`src/rtl/sram_readout_pkg.sv`:
```
// Shared definitions for the SRAM capture-buffer readout: FSM encoding,
// default geometry/latency and the SRAM output-enable levels.
package sram_readout_pkg;

  localparam int DEF_ADDR_W = 19;
  localparam int DEF_RD_LAT = 2;
  localparam int LAT_W      = 3;  // wide enough for RD_LAT up to 7

  localparam logic OE_ACTIVE   = 1'b0;
  localparam logic OE_INACTIVE = 1'b1;

  typedef enum logic [2:0] {
    ST_IDLE,
    ST_READY,
    ST_FETCH,
    ST_PRESENT,
    ST_FINISH
  } state_t;

endpackage

```
`src/rtl/readout_addr_ctr.sv`:
```
// Readout address generator: loads the oldest-sample address (trigger minus
// pre-trigger length, modulo depth), steps it per byte, and counts bytes left.
module readout_addr_ctr
  import sram_readout_pkg::*;
#(
  parameter int ADDR_W = DEF_ADDR_W
) (
  input  logic              clk,
  input  logic              rst,
  input  logic              load,
  input  logic              step,
  input  logic [ADDR_W-1:0] trig_addr,
  input  logic [ADDR_W-1:0] pre_len,
  input  logic [ADDR_W-1:0] read_len,
  output logic [ADDR_W-1:0] addr,
  output logic              zero
);

  logic [ADDR_W-1:0] remaining;

  // NOTE: sequential state uses non-blocking assignments so every register
  // samples pre-edge values; blocking here would create order-dependent races.
  always_ff @(posedge clk or posedge rst) begin
    if (rst) begin
      addr      <= '0;
      remaining <= '0;
    end else if (load) begin
      addr      <= trig_addr - pre_len;  // unsigned wrap is the circular buffer
      remaining <= read_len;
    end else if (step) begin
      addr      <= addr + ADDR_W'(1);
      remaining <= remaining - ADDR_W'(1);
    end
  end

  assign zero = (remaining == '0);

endmodule

```
`src/rtl/sram_readout.sv`:
```
// Replays the captured SRAM window to the MCU one byte per MCU_RD edge.
// Optional running XOR checksum output CKSUM when SRAM_READOUT_CKSUM_EN is defined.
module sram_readout
  import sram_readout_pkg::*;
#(
  parameter int ADDR_W = DEF_ADDR_W,
  parameter int RD_LAT = DEF_RD_LAT
) (
  input  logic              CLK,
  input  logic              RST,
  input  logic              START_READ,
  input  logic [ADDR_W-1:0] TRIG_ADDR,
  input  logic [ADDR_W-1:0] PRE_LEN,
  input  logic [ADDR_W-1:0] READ_LEN,
  input  logic              MCU_RD,
  input  logic [7:0]        SRAM_DATA_IN,
  output logic [ADDR_W-1:0] SRAM_ADDR,
  output logic              SRAM_OE,
  output logic [7:0]        DATA_OUT,
  output logic              DATA_VALID,
  output logic              BUSY,
  output logic              DONE,
  output logic              RD_OVERRUN
`ifdef SRAM_READOUT_CKSUM_EN
  ,
  output logic [7:0]        CKSUM
`endif
);

  state_t             state, state_nxt;
  logic               rd_d1, rd_d2, rd_edge;
  logic [LAT_W-1:0]   lat_cnt;
  logic               lat_done;
  logic               rem_zero;
  logic               do_load, do_issue, do_capture, do_overrun, do_finish;

  // Request edge comes from registered samples so the FSM never sees a glitch.
  always_ff @(posedge CLK or posedge RST) begin
    if (RST) begin
      rd_d1 <= 1'b0;
      rd_d2 <= 1'b0;
    end else begin
      rd_d1 <= MCU_RD;
      rd_d2 <= rd_d1;
    end
  end

  assign rd_edge  = rd_d1 & ~rd_d2;
  assign lat_done = (lat_cnt == LAT_W'(RD_LAT - 1));

  readout_addr_ctr #(.ADDR_W(ADDR_W)) u_addr_ctr (
    .clk       (CLK),
    .rst       (RST),
    .load      (do_load),
    .step      (do_capture),
    .trig_addr (TRIG_ADDR),
    .pre_len   (PRE_LEN),
    .read_len  (READ_LEN),
    .addr      (SRAM_ADDR),
    .zero      (rem_zero)
  );

  always_ff @(posedge CLK or posedge RST) begin
    if (RST) state <= ST_IDLE;
    else     state <= state_nxt;
  end

  // NOTE: every combinational output gets a default first so no path leaves
  // it unassigned, which would otherwise infer a latch.
  always_comb begin
    state_nxt = state;
    case (state)
      ST_IDLE:    if (START_READ) state_nxt = (READ_LEN == '0) ? ST_FINISH : ST_READY;
      ST_READY:   if (rd_edge)    state_nxt = ST_FETCH;
      ST_FETCH:   if (lat_done)   state_nxt = ST_PRESENT;
      ST_PRESENT: state_nxt = rem_zero ? ST_FINISH : ST_READY;
      ST_FINISH:  state_nxt = ST_IDLE;
      default:    state_nxt = ST_IDLE;
    endcase
  end

  always_comb begin
    do_load    = 1'b0;
    do_issue   = 1'b0;
    do_capture = 1'b0;
    do_overrun = 1'b0;
    do_finish  = 1'b0;
    case (state)
      ST_IDLE:   do_load = START_READ;
      ST_READY:  do_issue = rd_edge;
      ST_FETCH: begin
        do_capture = lat_done;
        do_overrun = rd_edge;
      end
      ST_FINISH: do_finish = 1'b1;
      default: ;
    endcase
  end

  // Output/datapath registers; asynchronous reset drops SRAM_OE immediately.
  always_ff @(posedge CLK or posedge RST) begin
    if (RST) begin
      SRAM_OE    <= OE_INACTIVE;
      DATA_OUT   <= 8'h00;
      DATA_VALID <= 1'b0;
      BUSY       <= 1'b0;
      DONE       <= 1'b0;
      RD_OVERRUN <= 1'b0;
      lat_cnt    <= '0;
    end else begin
      if (state == ST_FETCH) lat_cnt <= lat_cnt + LAT_W'(1);
      if (do_load) begin
        BUSY       <= 1'b1;
        DONE       <= 1'b0;
        RD_OVERRUN <= 1'b0;
        lat_cnt    <= '0;
      end
      if (do_issue) begin
        SRAM_OE    <= OE_ACTIVE;
        DATA_VALID <= 1'b0;
        lat_cnt    <= '0;
      end
      if (do_capture) begin
        DATA_OUT   <= SRAM_DATA_IN;
        DATA_VALID <= 1'b1;
        SRAM_OE    <= OE_INACTIVE;
      end
      if (do_overrun) RD_OVERRUN <= 1'b1;
      if (do_finish) begin
        BUSY <= 1'b0;
        DONE <= 1'b1;
      end
    end
  end

`ifdef SRAM_READOUT_CKSUM_EN
  always_ff @(posedge CLK or posedge RST) begin
    if (RST)             CKSUM <= 8'h00;
    else if (do_load)    CKSUM <= 8'h00;
    else if (do_capture) CKSUM <= CKSUM ^ SRAM_DATA_IN;
  end
`endif

endmodule

```
`config.mk`:
```
export PLATFORM = sky130hd
export DESIGN_NAME = sram_readout
export DESIGN_NICKNAME = d
export VERILOG_FILES = /design/src/rtl/sram_readout_pkg.sv /design/src/rtl/readout_addr_ctr.sv /design/src/rtl/sram_readout.sv
export SDC_FILE = /design/constraint.sdc
export NUM_CORES = 1
export LEC_CHECK = 0
export CAP_MARGIN = 30
export CORE_MARGIN = 2
export CORE_UTILIZATION = 54
export CTS_CLUSTER_SIZE = 20
export DETAILED_ROUTE_END_ITERATION = 7
export PLACE_DENSITY_LB_ADDON = 0.08
export SKIP_LAST_GASP = 1
export SLEW_MARGIN = 20
export SYNTH_ARGS = -nofsm -noshare
export SYNTH_HDL_FRONTEND = slang
export SYNTH_SLANG_ARGS = --single-unit
```
`constraint.sdc`:
```
create_clock -name CLK -period 3.5 [get_ports CLK]
set_input_delay 0.35 -clock CLK [delete_from_list [all_inputs] [get_ports CLK]]
set_output_delay 0.35 -clock CLK [all_outputs]
set_load 0.05 [all_outputs]
```
Word level (Yosys, flattened, before mapping)
Cells that the tools add are included.

cells by class
  bitwise operators = 2
  eq/ne operators = 8
  mux-type cells = 25
  $add $sub $neg = 4
  reduce and logical (&&, ||, !) cells = 9

operator list
  operator                                                              number
  19-bit two-way mux                                                    4
  19-bit logical NOT                                                    2
  3-bit two-way mux                                                     8
  19-bit by 1-bit adder with 19-bit output, second input constant       1
  19-bit by 1-bit subtractor with 19-bit output, second input constant  1
  19-bit subtractor                                                     1
  1-bit two-way mux                                                     12
  3-bit case mux with 4 select lines                                    1
  2-bit nonzero test                                                    4
  3-bit by 1-bit == test with 1-bit output, second input constant       2
  3-bit by 2-bit == test with 1-bit output, second input constant       2
  2-bit != test, second input constant                                  3
  3-bit by 1-bit adder with 3-bit output, second input constant         1
  3-bit == test, second input constant                                  1
  3-bit logical NOT                                                     1
  3-bit AND reduction                                                   1
  3-bit nonzero test                                                    1
  1-bit bitwise AND                                                     1
  1-bit NOT                                                             1

word-level totals
  flip-flop bits (word level) = 59
  output and inout bits = 32
  word-level logic and storage cells = 60
  input port bits = 69

Logic depth before layout (Yosys ltp)
Gate-level depths: netlist (run 1).

  depth after elaboration = 5
  gate-level depth with buffers = 11
  gate-level depth less buffers = 11

Cells and area by module
From an unflattened synthesis (run 1), not the netlist that was laid out.

unflattened totals
  cell total of the unflattened synthesis = 447
  area, all modules = 3976.3 sq um

by module, submodules not included
  module            seq. area each (sq um)  area each (sq um)  times used  cells an instance
  readout_addr_ctr  950.9                   2962.8             1           359
  sram_readout      526.8                   1013.5             1           88

Worst setup path after synthesis (run 1)
OpenSTA, ideal clock, no wires.

  path kind = input to register
  start point = input TRIG_ADDR[0]
  end point = register u_addr_ctr.addr[18]
  path slack = 1.207 ns
  stages on the path = 11
  path buffers = 0
  data arrival time = 2.160 ns
  setup time = 0.133 ns
  cell sequence = inv_1 -> ha_1 -> inv_1 -> fa_1 -> a21o_1 -> nand3_1 -> a31o_2 -> a311oi_1 -> o41ai_1 -> xnor2_1 -> mux2i_1

on the way
  cells in the longest elaborated chain, start to end = 2

RTL lines
  item                  line                    text
  start, declared       sram_readout.sv:12      input logic [ADDR_W-1:0] TRIG_ADDR,
  19-bit subtractor     readout_addr_ctr.sv:28  addr <= trig_addr - pre_len;
  19-bit two-way mux    readout_addr_ctr.sv:27  end else if (load) begin
  end signal, assigned  readout_addr_ctr.sv:28
  end signal, assigned  readout_addr_ctr.sv:31  addr <= addr + ADDR_W'(1);
  end, declared         readout_addr_ctr.sv:15  output logic [ADDR_W-1:0] addr,

Every way passes these cells.
A chain may end at the register's enable or synchronous reset.

Final worst setup path (run 1)
Ends and elaborated chain as after synthesis.

==> impl_metrics.tcl, run 1 <==
set metrics [dict create \
    yosysTopAreaCellShare_pct 36.34 \
    slew_viol_final 0 \
    p_total_uw 3987 \
    synth_common_cells "nand2_1, dfrtp_1, a21oi_1, nor2_1, inv_1" \
    clkPwrFrac_pct 14.8 \
    async_flop_share_pct 100.0 \
    drv_cap 0 \
    postCtsSetupBuffers 0 \
    syn_area_per_cell_sq_um 8.426 \
    clkSinkCount 59 \
    antenna_found_initial 0 \
    fin_crit_sh_pct 74.79 \
    routed_wl_um 10610 \
    worstHoldEndpoint "rd_d2" \
    hold_violations 0 \
    synth_top_cell_by_area "dfrtp_1" \
    power.leakage_uw 0.002224 \
    clock-root-buffer "clkbuf_8" \
    fin_nets 665 \
    synth_ff_type "dfrtp_1" \
    initial_core_util_pct 55.36 \
    yosys_register_bits 59 \
    cp.buffers_inverters 3 \
    first_global_vias 3916 \
    ys_types 54 \
    clkLatencyLatePin_ps 340 \
    core_sq_mm 0.007214 \
    cts_resized 0 \
    globalplace.congestion 0.8483 \
    ant_nets 0 \
    r2r_cells 6 \
    yosysMostFrequentCell "nand2_1" \
    max_slew_margin_pct 49.75 \
    placed_cells 661 \
    p_per_area_mw_per_mm2 756.6 \
    vdd_drop_max_mv 0.4961 \
    grt_usage_pct 26.68 \
    multi_input_area_sq_mm 0.002338 \
    die-width_um 90 \
    syn_inst 474 \
    synth_edf_count 0 \
    cp.required_ps 3720 \
    die_area_sq_mm 0.008100 \
    max_freq_ghz 0.3820 \
    cts_max_level 3 \
    r2r_start "state[0]" \
    clkTransAtPathRegs_ps 80 \
    clockBufferDepth 2 \
    pwr-share-comb_pct 52.8 \
    fin_crit_ps 2618 \
    crit_path_end_kind "flip-flop" \
    cts_hold_buffers 0 \
    setup_slack_ps 882.5 \
    p_seq_share_pct 32.4 \
    slowest_delay_ps 490 \
    internal-power_uw 2057 \
    critPathSlowestCell "o41ai_1" \
    r2r_slack_ps 920 \
    n_fill_cell 586 \
    dp_hpwl_um 7870 \
    cp-start-kind "input pin" \
    wire_per_inst_um 15.67 \
    drc 0 \
    final-seq-area_sq_mm 0.001478 \
    worstPathMaxFanout 5 \
    die_h_um 90 \
    fin_cells 677 \
    crit_family "compound AO/OA/AOI/OAI gates" \
    synth_nets 566 \
    grt_max_degree 60 \
    rr_endpoint "u_addr_ctr.remaining[18]" \
    grt_pass1_wl_um 17860 \
    layout-drive-gt1-share_pct 6.228 \
    setup_tns_ps 0 \
    crit_arrival_ps 2840 \
    ioPinCount 101 \
    synth_area_sq_mm 0.003994 \
    cts_tree "done" \
    std_cell_rows 31 \
    place_ws_ps 554.2 \
    yosysSeqAreaShare_pct 37.00 \
    cp_common_cell "inv_1" \
    rsz0062_at_grt "false" \
    crit_path_start "TRIG_ADDR[0]" \
    fin_worst_skew_ps 10.35 \
    numPortBuffers 100 \
    drtPass1Iterations 5 \
    worstHoldPathType "flip-flop to flip-flop" \
    antenna_cells 0 \
    hold_depth 0 \
    status "finished, final reports clean" \
    netlist_top_cells_area "dfrtp_1, nand2_1, ha_1, a21oi_1, xnor2_1" \
    vias 3978 \
    p_switching_uw 1930 \
    path_cells "clkdlybuf4s50_1 -> inv_1 -> ha_1 -> inv_1 -> fa_1 -> a21o_1 -> nand3_1 -> a31o_2 -> a311oi_1 -> o41ai_1 -> xnor2_1 -> mux2i_1" \
    finalSetupViolCount 0 \
    grt-ovfl-total 0 \
    path_class "input pin to flip-flop" \
    worstMarginPinSlew_ps 753.8 \
    p_sw_share_pct 48.40 \
    drt_iter0_drc 206 \
    viasPerCell 5.876 \
    hp-start "rd_d1" \
    numCtsBuffers 9 \
    area_growth_pct 31.92 \
    ys.warnings.count 0 \
]
-- logic make-up after synthesis --
family | share of synthesized area [%]
DFF | 37.00
and+or+nand+nor | 23.97
adders and majority gates | 7.393
xor gates and xnor gates | 6.360
AOI/OAI and AO/OA | 19.74
buffers and inverters | 4.511
muxes | 1.034
-- worst max-delay path by stage --
stage / endpoint / cells after the start
finish: u_addr_ctr.addr[18] / 12
global route: u_addr_ctr.addr[18] / 12
CTS: u_addr_ctr.remaining[18] / 6
detailed placement: u_addr_ctr.addr[18] / 12
global placement: u_addr_ctr.addr[18] / 11
floorplan: u_addr_ctr.addr[18] / 11
-- layout by cell type (no fill, tap or decap), drive strengths merged, types with 5 or more instances in the layout --
master | synthesis | routed
nor4 | 7 | 7
clkdlybuf4s50 | 0 | 100
a21oi | 31 | 31
and3 | 5 | 5
inv | 30 | 33
o21a | 5 | 5
nand3 | 22 | 22
o211ai | 13 | 13
dfrtp | 58 | 58
clkbuf | 10 | 10
a211oi | 7 | 7
a221o | 7 | 7
nor2 | 31 | 31
or3 | 8 | 8
nor2b | 6 | 6
xnor2 | 17 | 17
o21ai | 26 | 26
ha | 22 | 22
nor3 | 14 | 14
nand2 | 78 | 78
xor2 | 12 | 12
-- final cells by class --
| cell class | count | area share, % |
|---|---|---|
| repair buffers | 104 | 19.57 |
| flip-flops and latches | 59 | 28.05 |
| multi-input cells | 369 | 44.38 |
| clock inverters | 6 | 0.9024 |
| well taps | 99 | 2.351 |
| inverters | 30 | 2.137 |
| clock buffers | 10 | 2.612 |
-- flip-flops by register name (all words and copies together) (netlist names) --
| name | cells |
|---|---|
| BUSY | 1 |
| DATA_OUT | 8 |
| DATA_VALID | 1 |
| DONE | 1 |
| RD_OVERRUN | 1 |
| SRAM_OE | 1 |
| lat_cnt | 3 |
| rd_d1 | 1 |
| rd_d2 | 1 |
| state | 3 |
| u_addr_ctr.addr | 19 |
| u_addr_ctr.remaining | 19 |
-- through the flow --
step	cell area, sq um	util (%)	hold slack, ps
3_3_place_gp	5084	70.46	354.7
4_1_cts	5269	73.03	379.8
2_1_floorplan	3994	-	346.5
6_report	5269	73.03	374.6
3_5_place_dp	5084	70.46	362.1
5_1_grt	5269	73.03	394.7
-- routing by layer --
layer / global-route usage (%) / up-vias / wire (um)
met5: 0 / - / 0
met4: 11.03 / 0 / 267
met3: 4.107 / 26 / 732
met2: 46.49 / 188 / 5244
met1: 33.03 / 1865 / 4361
li1: - / 1899 / -
-- power by group through the flow --
| stage | logic, uW | clock network, uW | registers [uW] |
|---|---|---|---|
| after CTS | 2110 | 593 | 1290 |
| final | 2100 | 590 | 1290 |
| after detailed placement | 2090 | 0 | 1290 |
| after floorplan | 875 | 0 | 1810 |
| after global routing | 2250 | 628 | 1340 |
| after global placement | 2040 | 0 | 1280 |
(Power assumes the default switching activity.)
==> inputs of run 2 (changes only) <==
--- a/config.mk
+++ b/config.mk
@@ -7,7 +7,7 @@
 export LEC_CHECK = 0
 export CAP_MARGIN = 30
 export CORE_MARGIN = 2
-export CORE_UTILIZATION = 54
+export CORE_UTILIZATION = 45
 export CTS_CLUSTER_SIZE = 20
 export DETAILED_ROUTE_END_ITERATION = 7
 export PLACE_DENSITY_LB_ADDON = 0.08
==> constraint.sdc (replaced) <==
create_clock -name CLK -period 2.35 [get_ports CLK]
set_input_delay 0.235 -clock CLK [delete_from_list [all_inputs] [get_ports CLK]]
set_output_delay 0.235 -clock CLK [all_outputs]
set_load 0.05 [all_outputs]
==> impl_metrics.tcl, run 2 (synthesized netlist as in run 1, its figures left out) <==
set metrics [dict create \
    status "finished, final reports clean" \
    antenna_found_initial 0 \
    n_fill_cell 739 \
    cts_hold_buffers 0 \
    cp.required_ps 2560 \
    place_ws_ps -432.7 \
    fin_crit_ps 2167 \
    antenna_cells 0 \
    die_h_um 98.21 \
    numCtsBuffers 9 \
    finalSetupViolCount 0 \
    grt_pass1_wl_um 17660 \
    die-width_um 98.21 \
    hold_violations 0 \
    area_growth_pct 40.16 \
    placed_cells 698 \
    std_cell_rows 34 \
    grt_max_degree 42 \
    slew_viol_final 0 \
    worstPathMaxFanout 2 \
    crit_arrival_ps 2380 \
    worstMarginPinSlew_ps 520.8 \
    clkTransAtPathRegs_ps 70 \
    clkSinkCount 59 \
    drt_iter0_drc 199 \
    viasPerCell 5.528 \
    initial_core_util_pct 46.02 \
    core_sq_mm 0.008678 \
    top_regs "u_addr_ctr.addr (19), u_addr_ctr.remaining (19), DATA_OUT (8)" \
    path_class "input pin to flip-flop" \
    max_freq_ghz 0.4614 \
    cp-start-kind "input pin" \
    layout_common_cells "clkdlybuf4s50_1, nand2_1, dfrtp_1, a21oi_1, buf_4" \
    fin_nets 693 \
    dp_hpwl_um 8074 \
    fin_crit_sh_pct 92.22 \
    die_area_sq_mm 0.009645 \
    rsz0062_at_grt "false" \
    grt-ovfl-total 0 \
    first_global_vias 3817 \
    drc 0 \
    p_total_uw 6292 \
    clkLatencyLatePin_ps 340 \
    routed_wl_um 10610 \
    setup_slack_ps 182.8 \
    r2r_slack_ps 270 \
    layout-drive-gt1-share_pct 11.39 \
    cts_max_level 3 \
    setup_tns_ps 0 \
    grt_usage_pct 22.42 \
    cts_tree "done" \
    final_common_cell "clkdlybuf4s50_1" \
    clockBufferDepth 2 \
    globalplace.congestion 0.9685 \
    vias 3947 \
    fin_cells 714 \
    hold_ws_ps 218.4 \
    fin_worst_skew_ps 7.802 \
    wire_per_inst_um 14.86 \
    max_slew_margin_pct 65.17 \
    drtPass1Iterations 5 \
    vdd_drop_max_mv 0.6034 \
    drv_cap 0 \
    clock-root-buffer "clkbuf_8" \
    p_per_area_mw_per_mm2 1124 \
    crit_path_end_kind "flip-flop" \
    ioPinCount 101 \
    power.leakage_uw 0.002397 \
    postCtsSetupBuffers 0 \
    ant_nets 0 \
    numPortBuffers 100 \
    worstHoldPathType "input pin to async pin" \
]
[run 2: cell count changes in the layout (fill, tap and decap cells not counted), moves of 2 or more]
cell       change
buf_4         +27
bufinv_16      +3
a211oi_1       -2
inv_6          -3
[run 2: layout make-up]
type	instances	area (sq um)	area share (%)
clock inverters	5	100.1	1.788
inverters	30	112.6	2.012
clock buffers	11	141.4	2.526
multi-input cells	369	2377	42.47
well taps	108	135.1	2.414
repair buffers	132	1254	22.40
flip-flops and latches	59	1478	26.40
[run 2: report_power, final]
part | leakage [uW] | total [uW] | switching [uW] | internal [uW]
logic | 0.00157 | 3260 | 1980 | 1280
registers | 0.000706 | 1900 | 436 | 1460
clock network | 0.000123 | 1130 | 405 | 730
[run 2: timing repair]
item | CTS | global route
setup endpoints to repair | 1 | 5
pin swaps | 1 | 3
gates cloned | 0 | 0
resized for setup | 0 | 8
[run 2: worst paths after layout]
path                              start                      end  cells past startpoint
setup / recovery           TRIG_ADDR[0]      u_addr_ctr.addr[14]                     12
hold / removal                      RST  u_addr_ctr.remaining[5]                      2
setup reg to reg               state[2]       u_addr_ctr.addr[7]                      7
hold reg to reg                   rd_d1                    rd_d2                      0
max in group asynchronous           RST                  SRAM_OE                      3
min in group CLK                 MCU_RD                    rd_d1                      1
[run 2: layer usage]
layer	up-vias	wire (um)	track usage, %	part of all wire [%]
li1	1956	-	-	-
met1	1857	4915	30.96	46
met2	122	4889	35.72	46
met3	12	686	6.442	6.5
met4	0	119	4.215	1.1
met5	-	0	0	0
[run 2: critical path, stage by stage]
cell and delay (ps):
clkdlybuf4s50_1 450, inv_1 40, ha_1 200, inv_1 80, fa_2 210, a21o_1 150
nand3_2 90, a31o_2 230, a311oi_2 350, nor2_1 110, xnor2_1 150, o21ai_0 90
[run 2: metrics by stage]
stage	instance area (sq um)	util [%]
CTS	5559	64.06
global route	5598	64.50
floorplan	3994	-
finish	5598	64.50
global placement	5318	61.27
detailed placement	5318	61.27
